`config.mk`:
```
export PLATFORM = sky130hd
export DESIGN_NAME = mem_bridge
export DESIGN_NICKNAME = d
export VERILOG_FILES = /design/src/rtl/mem_bridge.sv
export SDC_FILE = /design/constraint.sdc
export NUM_CORES = 1
export LEC_CHECK = 0
export BUFFER_PORTS_ARGS = -buffer_cell sky130_fd_sc_hd__buf_4
export CORE_UTILIZATION = 50
export CTS_BUF_LIST = sky130_fd_sc_hd__clkbuf_16
export CTS_CLUSTER_SIZE = 40
export DETAILED_ROUTE_END_ITERATION = 8
export GPL_ROUTABILITY_DRIVEN = 0
export HOLD_SLACK_MARGIN = 0.15
export PLACE_DENSITY_LB_ADDON = 0.25
export SLEW_MARGIN = 10
export SYNTH_ARGS = -nofsm -noshare
export SYNTH_HDL_FRONTEND = slang
export SYNTH_SLANG_ARGS = --single-unit
export TNS_END_PERCENT = 1
```
`constraint.sdc`:
```
create_clock -name clk -period 2.65 [get_ports clk]
set_input_delay 0.1325 -clock clk [delete_from_list [all_inputs] [get_ports clk]]
set_output_delay 0.1325 -clock clk [all_outputs]
set_load 0.01 [all_outputs]
```
`src/rtl/mem_bridge.sv`:
```
// Data-side bridge from the multicycle CPU to a word-wide synchronous RAM (loads, stores, sub-word RMW).
// Latency: misaligned 1 cycle, word store 2, load RD_LAT+2, sub-word store RD_LAT+3 (req cycle = 0).
// Backpressure: one access at a time; req is ignored until the cycle after the ready pulse.
// Ports: clk/rst (sync, active-high); CPU side req/we/addr/wdata/size/sign -> rdata/ready/addr_err;
//        RAM side ram_en/ram_we/ram_addr/ram_wdata -> ram_rdata (valid RD_LAT cycles after the ram_en edge).
module mem_bridge #(
   parameter int ADDR_W = 11,
   parameter int RD_LAT = 1
) (
   input  logic              clk,
   input  logic              rst,
   input  logic              req,
   input  logic              we,
   input  logic [31:0]       addr,
   input  logic [31:0]       wdata,
   input  logic [1:0]        size,
   input  logic              sign,
   output logic [31:0]       rdata,
   output logic              ready,
   output logic              addr_err,
   output logic              ram_en,
   output logic              ram_we,
   output logic [ADDR_W-1:0] ram_addr,
   output logic [31:0]       ram_wdata,
   input  logic [31:0]       ram_rdata
);

   localparam int CNT_W = (RD_LAT > 1) ? $clog2(RD_LAT) : 1;

   typedef enum logic [2:0] {
      S_IDLE, S_ERR, S_WRITE, S_ISSUE, S_WAIT, S_MERGE, S_DONE
   } state_t;

   state_t state, state_nxt;

   // Latched request
   logic              we_q;
   logic [1:0]        lane_q;
   logic [ADDR_W-1:0] word_q;
   logic [31:0]       wdata_q;
   logic [1:0]        size_q;
   logic              sign_q;

   logic [CNT_W-1:0]  cnt_q;
   logic [31:0]       raw_q;
   logic [31:0]       rdata_q;

   logic              misaligned;
   logic              rd_last;
   logic [4:0]        lane_sh;
   logic [31:0]       rd_shift;
   logic [31:0]       load_ext;
   logic [31:0]       lane_mask;
   logic [31:0]       lane_data;
   logic [31:0]       merged;

   // Address bits above the RAM word index alias onto the same word.
   logic unused_addr_bits;
   assign unused_addr_bits = ^addr[31:ADDR_W+2];

   assign misaligned = (size == 2'b11) ||
                       (size == 2'b00 && addr[1:0] != 2'b00) ||
                       (size == 2'b01 && addr[0]);

   // Last WAIT cycle: ram_rdata is valid now.
   assign rd_last = (cnt_q == CNT_W'(RD_LAT - 1));

   // Lane extraction and merge. An aligned half has lane_q[0]=0, so the byte
   // shift of lane*8 also selects the correct half.
   always_comb begin
      lane_sh  = {lane_q, 3'b000};
      rd_shift = ram_rdata >> lane_sh;
      case (size_q)
         2'b10:   load_ext = {{24{sign_q & rd_shift[7]}},  rd_shift[7:0]};
         2'b01:   load_ext = {{16{sign_q & rd_shift[15]}}, rd_shift[15:0]};
         default: load_ext = ram_rdata;
      endcase
      lane_mask = (size_q == 2'b10) ? 32'h0000_00FF : 32'h0000_FFFF;
      lane_data = (size_q == 2'b10) ? {24'h0, wdata_q[7:0]} : {16'h0, wdata_q[15:0]};
      merged    = (raw_q & ~(lane_mask << lane_sh)) | (lane_data << lane_sh);
   end

   // State register
   always_ff @(posedge clk) begin
      if (rst) state <= S_IDLE;
      else     state <= state_nxt;
   end

   // Next-state logic
   always_comb begin
      state_nxt = state;
      case (state)
         S_IDLE: begin
            if (req) begin
               if (misaligned)                 state_nxt = S_ERR;
               else if (we && size == 2'b00)   state_nxt = S_WRITE;
               else                            state_nxt = S_ISSUE;
            end
         end
         S_ERR:   state_nxt = S_IDLE;
         S_WRITE: state_nxt = S_DONE;
         S_ISSUE: state_nxt = S_WAIT;
         S_WAIT:  if (rd_last) state_nxt = we_q ? S_MERGE : S_DONE;
         S_MERGE: state_nxt = S_DONE;
         S_DONE:  state_nxt = S_IDLE;
         default: state_nxt = S_IDLE;
      endcase
   end

   // Outputs decoded from state
   always_comb begin
      ready     = (state == S_ERR) || (state == S_DONE);
      addr_err  = (state == S_ERR);
      ram_en    = (state == S_WRITE) || (state == S_ISSUE) || (state == S_MERGE);
      ram_we    = (state == S_WRITE) || (state == S_MERGE);
      ram_wdata = 32'h0;
      if (state == S_WRITE)      ram_wdata = wdata_q;
      else if (state == S_MERGE) ram_wdata = merged;
   end

   assign ram_addr = word_q;
   assign rdata    = rdata_q;

   // Datapath registers
   always_ff @(posedge clk) begin
      if (rst) begin
         we_q    <= 1'b0;
         lane_q  <= 2'b00;
         word_q  <= '0;
         wdata_q <= 32'h0;
         size_q  <= 2'b00;
         sign_q  <= 1'b0;
         cnt_q   <= '0;
         raw_q   <= 32'h0;
         rdata_q <= 32'h0;
      end else begin
         if (state == S_IDLE && req) begin
            we_q    <= we;
            lane_q  <= addr[1:0];
            word_q  <= addr[ADDR_W+1:2];
            wdata_q <= wdata;
            size_q  <= size;
            sign_q  <= sign;
         end
         if (state == S_ISSUE)     cnt_q <= '0;
         else if (state == S_WAIT) cnt_q <= cnt_q + 1'b1;
         if (state == S_WAIT && rd_last) begin
            if (we_q) raw_q   <= ram_rdata;
            else      rdata_q <= load_ext;
         end
      end
   end

endmodule

```
==> results of run 1 <==
[through the flow]
step | hold WS (ns) | power, µW | cells | cell area, µm²
floorplan | 0.2685 | 2759 | 755 | 5577
global placement | 0.3804 | 3194 | 1014 | 6887
detailed placement | 0.3887 | 3236 | 1014 | 6887
CTS | 0.2972 | 5611 | 1127 | 8305
global route | 0.3261 | 5921 | 1127 | 8323
finish | 0.3026 | 5676 | 1129 | 8328
[Yosys cell counts, types with 2 or more instances]
cell type / count / area share [%]
a311oi_1: 3 / 0.47
o21bai_1: 3 / 0.40
buf_2: 3 / 0.27
ha_1: 3 / 0.67
a2111oi_2: 2 / 0.54
nand2b_1: 4 / 0.45
nor3_1: 24 / 2.2
dfxtp_1: 117 / 42
a22o_1: 8 / 1.3
o21ai_0: 35 / 3.1
a221oi_1: 7 / 1.1
nor2b_1: 6 / 0.67
buf_1: 3 / 0.20
a222oi_1: 8 / 1.4
nand3_1: 4 / 0.36
nor2_1: 17 / 1.1
a21oi_1: 121 / 11
o2bb2ai_1: 7 / 1.1
o221ai_1: 23 / 3.6
mux2i_1: 15 / 2.7
and3_1: 3 / 0.34
o22ai_1: 4 / 0.45
nor4_1: 4 / 0.45
clkbuf_1: 59 / 4.0
nand2_1: 238 / 16
inv_1: 14 / 0.94
[worst reg2reg max path, delay by kind of cell (launching register included)]
family / cells / cell delay (ns)
AND/OR/NAND/NOR: 2 / 1.15
flip-flops: 1 / 0.42
AO/OA/AOI/OAI: 2 / 0.33
buffers and inverters: 1 / 0.28
[logic make-up (layout without fill, tap and decap cells)]
logic type,Yosys count,after routing,share of synthesized area (%)
adder cells (fa/ha/maj),3,3,0.6732
multiplexers,17,17,3.298
other,0,2,0
buffers and inverters,81,313,5.654
AND/OR/NAND/NOR,307,307,22.59
flip-flops,117,117,42.00
AO/OA/AOI/OAI,230,230,25.78
[state kept, by name, indices dropped and copies added (netlist names)]
signal    cells
lane_q        2
state         3
cnt_q         1
wdata_q      32
size_q        2
sign_q        1
raw_q        32
we_q          1
ram_addr     11
rdata        32
[power by group]
| group | switching [µW] | total, µW | leakage, µW | internal [µW] |
|---|---|---|---|---|
| Sequential | 142 | 2050 | 0.000952 | 1900 |
| Clock | 832 | 2290 | 0.000270 | 1460 |
| Combinational | 783 | 1340 | 0.00217 | 553 |
| Total | 1760 | 5680 | 0.00340 | 3920 |
[cell type report]
type | instances | area (µm²) | area share (%)
diodes | 2 | 5.005 | 0.06010
clock buffers | 17 | 425.4 | 5.108
inverters | 15 | 56.30 | 0.6761
well taps | 140 | 175.2 | 2.103
repair buffers | 267 | 2210 | 26.53
multi-input cells | 557 | 2952 | 35.44
flip-flops and latches | 117 | 2344 | 28.14
clock inverters | 14 | 161.4 | 1.938
[what timing repair did]
| action | 4_1_cts | 5_1_grt |
|---|---|---|
| hold buffers | 82 | 0 |
| endpoints found under the setup margin | 15 | 19 |
| endpoints found under the hold margin | 94 | 0 |
| resized for setup | 3 | 5 |
[worst paths after layout]
check / startpoint / endpoint / slack [ns] / cells past startpoint
setup / recovery: lane_q[0]$_SDFFE_PP0P_ / ram_wdata[17] / 0.04 / 7
hold / removal: rst / ram_addr[9]$_SDFFE_PP0P_ / 0.30 / 2
setup reg to reg: state[1]$_SDFFE_PP0P_ / rdata[29]$_SDFFE_PP0P_ / 0.32 / 5
hold reg to reg: wdata_q[24]$_SDFFE_PP0P_ / wdata_q[24]$_SDFFE_PP0P_ / 0.45 / 2
[per-layer routing]
metal	vias to the layer above	routed length, µm	share of wire (%)	track usage (%)
li1	3079	-	-	-
met1	3091	7517	37	42.83
met2	478	9796	48	60.26
met3	120	2061	10	10.29
met4	0	1012	5.0	19.08
met5	-	0	0	0
==> out/results.txt, run 1 <==
Dominant cell type by count on the critical path = buf_4
Result of the run = complete, no violations
Maximum number of pins on one net before global-route repair = 81
GRT Overall Usage = 36.47%
Min cycle time layout = 2.607 ns
Maximum frequency from static timing analysis = 383.6 MHz
Post-Route Utilization = 76.82%
Endpoint arrival time on the critical path = 2.47 ns
Max H-tree Level = 4
Maximum root-to-sink buffer count = 2
Max-slew violation count = 0
Combined area of all synthesized cells = 5577 µm²
Count of endpoints failing setup in the final report = 0
Worst setup EP type = output pin
Post-route clock skew = 0.007060 ns
Total grt overflow = 0
VDD IR max = 0.4233 mV
Min-delay worst type = in -> reg
Top Family by Delay on Critical Path = compound AO/OA/AOI/OAI gates
Number of filler instances in the final layout = 748
Floorplan die width = 107.6 µm
Number of top-level design ports = 182
Hpwl dp = 12.45 mm
Clock root buffer master = clkbuf_16
Antenna violations before repair = 0
Critical Path, Cell by Cell = buf_4, nor2b_1, buf_4, a21oi_2, a222oi_1, o21ai_0, buf_4
Final Hold Vio Count = 0
First DRT Iteration DRCs = 808
Synthesized netlist cell count = 755
Maximum Capacitance Violations = 0
Clock tree from TritonCTS = yes
Setup Buffers After CTS = 0
Worst skew pair latency = 0.42 ns
Number of enable-type register cells in the synthesized netlist = 0
WL final = 20.39 mm
Synth warn = 0
Commonest cells after routing, fill and taps aside = 238 x nand2_1, 185 x buf_4, 118 x a21oi_1
RSZ-0062 raised after global routing = yes
Type of the worst setup path = reg -> out
Count of antenna-violating nets left after detailed routing = 0
Synthesized flop and latch total = 117
Required time worst endpoint = 2.52 ns
Post-synthesis sequential area ratio = 42.00%
Headroom to the max-slew limit = 45.85%
Setup_tns = 0 ns
Cell leakage power = 0.003396 µW
Placeable Area = 10840 µm²
# rows = 38
Routed wire length per instance = 18.06 µm
Number of global-route vias before repair = 6633
Critical-path cell with the highest stage delay = dfxtp_1
Die outline area = 11580 µm²
Number of buffers created by CTS = 17
Remaining DRCs = 0
Yosys cell types = 46
Length of the first detailed-routing pass in iterations = 7
Via density per instance = 5.995
Layout cell share with drive strength beyond 1 = 23.30%
Synth async-reset ratio = 0%
PD cells = 681.5 nW/µm²
Port Buffers = 162
CP Launch Type = flip-flop
Post-synthesis net count = 861
Share of the clock period used by the worst path after layout = 98.36%
Predominant post-synthesis flop cell = dfxtp_1
Y dimension of the die = 107.6 µm
Number of vias after detailed routing = 6768
Worst setup margin = 0.04338 ns
Global-route wire length before repair = 32.29 mm
Clock slew at reported path FFs = 0.05 ns
Slew @ Worst Pin = 0.8122 ns
Nets = 1081
Worst stage delay on the critical path = 0.52 ns
Number of sinks on the clock net = 117
Worst Setup Slack post-DPL = 0.3162 ns
Post-Synthesis Mean Instance Area = 7.386 µm²
Worst Path Buf+Inv = 3
Leading cell type in the layout, fill and taps excluded = nand2_1
Initial cell density of the core = 51.44%
Critical path fanouts, max = 19
Layout-stage area growth over the synthesis result = 49.34%
No activity file was read; power rests on OpenSTA's default activity.
==> inputs of run 2 (changes only) <==
- CORE_UTILIZATION: 50 -> 45
==> out/results.txt, run 2 (synthesized netlist as in run 1, its figures left out) <==
Antenna violations before repair = 1 (+1)
Type of the worst setup path = reg -> out
Critical Path, Cell by Cell = buf_4, nor2b_1, buf_4, a21oi_2, a222oi_1, o21ai_0, buf_4
Placeable Area = 12060 µm² (+11%)
Maximum number of pins on one net before global-route repair = 46 (-43%)
PD cells = 671.5 nW/µm² (-1.5%)
Share of the clock period used by the worst path after layout = 96.13% (-2.2 points)
Clock root buffer master = clkbuf_16
Nets = 1084 (+0.28%)
Floorplan die width = 113.3 µm (+5.3%)
Dpl cell area = 6892 µm² (about the same)
Met3 usage = 7.606% (-2.7 points)
Worst skew pair latency = 0.42 ns (about the same)
Minimum setup slack among reg-to-reg paths = 0.25 ns (-0.07 ns)
Commonest cells after routing, fill and taps aside = 238 x nand2_1, 181 x buf_4, 120 x a21oi_1
Worst stage delay on the critical path = 0.44 ns (-0.08 ns)
Number of vias after detailed routing = 6639 (-1.9%)
Met2 usage in global routing = 52.23% (-8.0 points)
Slew @ Worst Pin = 0.7751 ns (-0.03709 ns)
Routed wire length per instance = 17.25 µm (-4.5%)
Worst Reg2Reg Path Length in Cells = 6 (+1)
Die outline area = 12840 µm² (+11%)
Headroom to the max-slew limit = 48.33% (+2.5 points)
Result of the run = complete, no violations
Number of sinks on the clock net = 117 (unchanged)
Worst hold slack = 0.1808 ns (-0.1218 ns)
Worst setup EP type = output pin
Most heavily used metal layer in global routing = met2
Min-delay worst type = in -> reg
WL final = 20.03 mm (-1.8%)
# rows = 40 (+5.3%)
Number of buffers created by CTS = 17 (unchanged)
Cell leakage power = 0.003443 µW (+1.4%)
Port Buffers = 162 (unchanged)
Critical R2R Capture = ram_addr[2]$_SDFFE_PP0P_
Post-route clock skew = 0.009940 ns (+0.002880 ns)
Count of endpoints failing setup in the final report = 0 (unchanged)
Initial cell density of the core = 46.23% (-5.2 points)
Max H-tree Level = 4 (unchanged)
Min-Delay Path Depth = 2 (unchanged)
Number of global-route vias before repair = 6232 (-6.0%)
Count of antenna-violating nets left after detailed routing = 0 (unchanged)
GRT Overall Usage = 31.14% (-5.3 points)
Setup Buffers After CTS = 0 (unchanged)
First DRT Iteration DRCs = 750 (-7.2%)
Length of the first detailed-routing pass in iterations = 6 (-1)
Global-route wire length before repair = 30.92 mm (-4.3%)
Hpwl dp = 12.77 mm (+2.6%)
Endpoint arrival time on the critical path = 2.41 ns (-0.06 ns)
Worst Min Path Start = rst
Overall power of the completed layout = 5629 µW (-0.82%)
Via density per instance = 5.718 (-4.6%)
Maximum frequency from static timing analysis = 392.5 MHz (+2.3%)
End point of the most critical hold path = ram_addr[6]$_SDFFE_PP0P_
Setup_tns = 0 ns (unchanged)
Clock tree from TritonCTS = yes
Number of top-level design ports = 182 (unchanged)
Max-slew violation count = 0 (unchanged)
Dominant cell type by count on the critical path = buf_4
Min cycle time layout = 2.547 ns (-0.05916 ns)
Met1 usage in global routing = 37.30% (-5.5 points)
Total grt overflow = 0 (unchanged)
Maximum root-to-sink buffer count = 2 (unchanged)
Clock slew at reported path FFs = 0.06 ns (about the same)
Required time worst endpoint = 2.52 ns (about the same)
VDD IR max = 0.5777 mV (+36%)
Layout-stage area growth over the synthesis result = 50.33%
Worst flop-to-flop path startpoint = state[1]$_SDFFE_PP0P_
Remaining DRCs = 0 (unchanged)
Number of filler instances in the final layout = 930 (+24%)
Y dimension of the die = 113.3 µm (+5.3%)
Critical path fanouts, max = 19 (unchanged)
Leading cell type in the layout, fill and taps excluded = nand2_1
Maximum Capacitance Violations = 0 (unchanged)
Final Hold Vio Count = 0 (unchanged)
RSZ-0062 raised after global routing = no
Layout cell share with drive strength beyond 1 = 22.40% (-0.90 points)
CP Launch Type = flip-flop
Design area = 8383 µm² (+0.66%)
Critical-path cell with the highest stage delay = dfxtp_1
==> run 2: changes by cell type in the layout (fill, tap and decap cells not counted), sizes merged <==
| cell | delta |
|---|---|
| buf | -4 |
| clkinv | +4 |
| clkinvlp | -4 |
| inv | +1 |
| dlygate4sd3 | +7 |
==> run 2: final cells by class <==
cell class	count	area [µm²]	area share, %
Timing Repair Buffer	270	2250	26.84
Multi-Input combinational cell	557	2948	35.16
Tap cell	168	210.2	2.507
Clock buffer	17	425.4	5.075
Inverter	15	56.30	0.6716
Clock inverter	15	146.4	1.746
Sequential cell	117	2342	27.94
Antenna cell	2	5.005	0.05970
==> run 2: per-layer routing <==
layer  part of all wire, %  wire length [µm]
met4                   4.1               826
met5                     0                 0
met2                    48              9647
met3                   8.5              1706
met1                    39              7847
==> run 2: where the power goes <==
part / internal (µW) / switching, µW / total (µW)
registers: 1900 / 127 / 2030
clock network: 1450 / 809 / 2250
logic: 552 / 791 / 1340
total: 3900 / 1730 / 5630
==> run 2: worst max-delay path by stage <==
stage	from	end	slack (ns)	cells after the start
after floorplan	lane_q[0]$_SDFFE_PP0P_	rdata[10]$_SDFFE_PP0P_	0.73	6
after global placement	state[2]$_SDFFE_PP0P_	ram_wdata[7]	0.41	5
after detailed placement	lane_q[0]$_SDFFE_PP0P_	ram_wdata[16]	0.31	7
after CTS	state[2]$_SDFFE_PP0P_	ram_wdata[1]	0.04	5
after global routing	lane_q[0]$_SDFFE_PP0P_	ram_wdata[21]	0.03	6
final	lane_q[0]$_SDFFE_PP0P_	ram_wdata[16]	0.10	7
==> run 2: worst max-delay path: cells and delay by family (launching register included) <==
| kind | cells | cell delay, ns |
|---|---|---|
| buffers and inverters | 3 | 0.62 |
| AND/OR/NAND/NOR | 1 | 0.09 |
| flip-flops | 1 | 0.44 |
| AO/OA/AOI/OAI | 3 | 0.84 |
==> run 2: repair_timing <==
item / CTS / global route
cloned: 0 / 0
hold buffers: 89 / 0
gates resized for setup: 3 / 3
endpoints found under the hold margin: 92 / 0
endpoints found under the setup margin: 16 / 14
==> run 2: stage by stage <==
step	setup WS, ns	std cells	util [%]
floorplan	0.7262	755	-
CTS	0.03774	1159	69.36
global route	0.02586	1160	69.48
detailed placement	0.3052	1038	57.14
finish	0.1025	1161	69.50
global placement	0.4097	1038	57.14
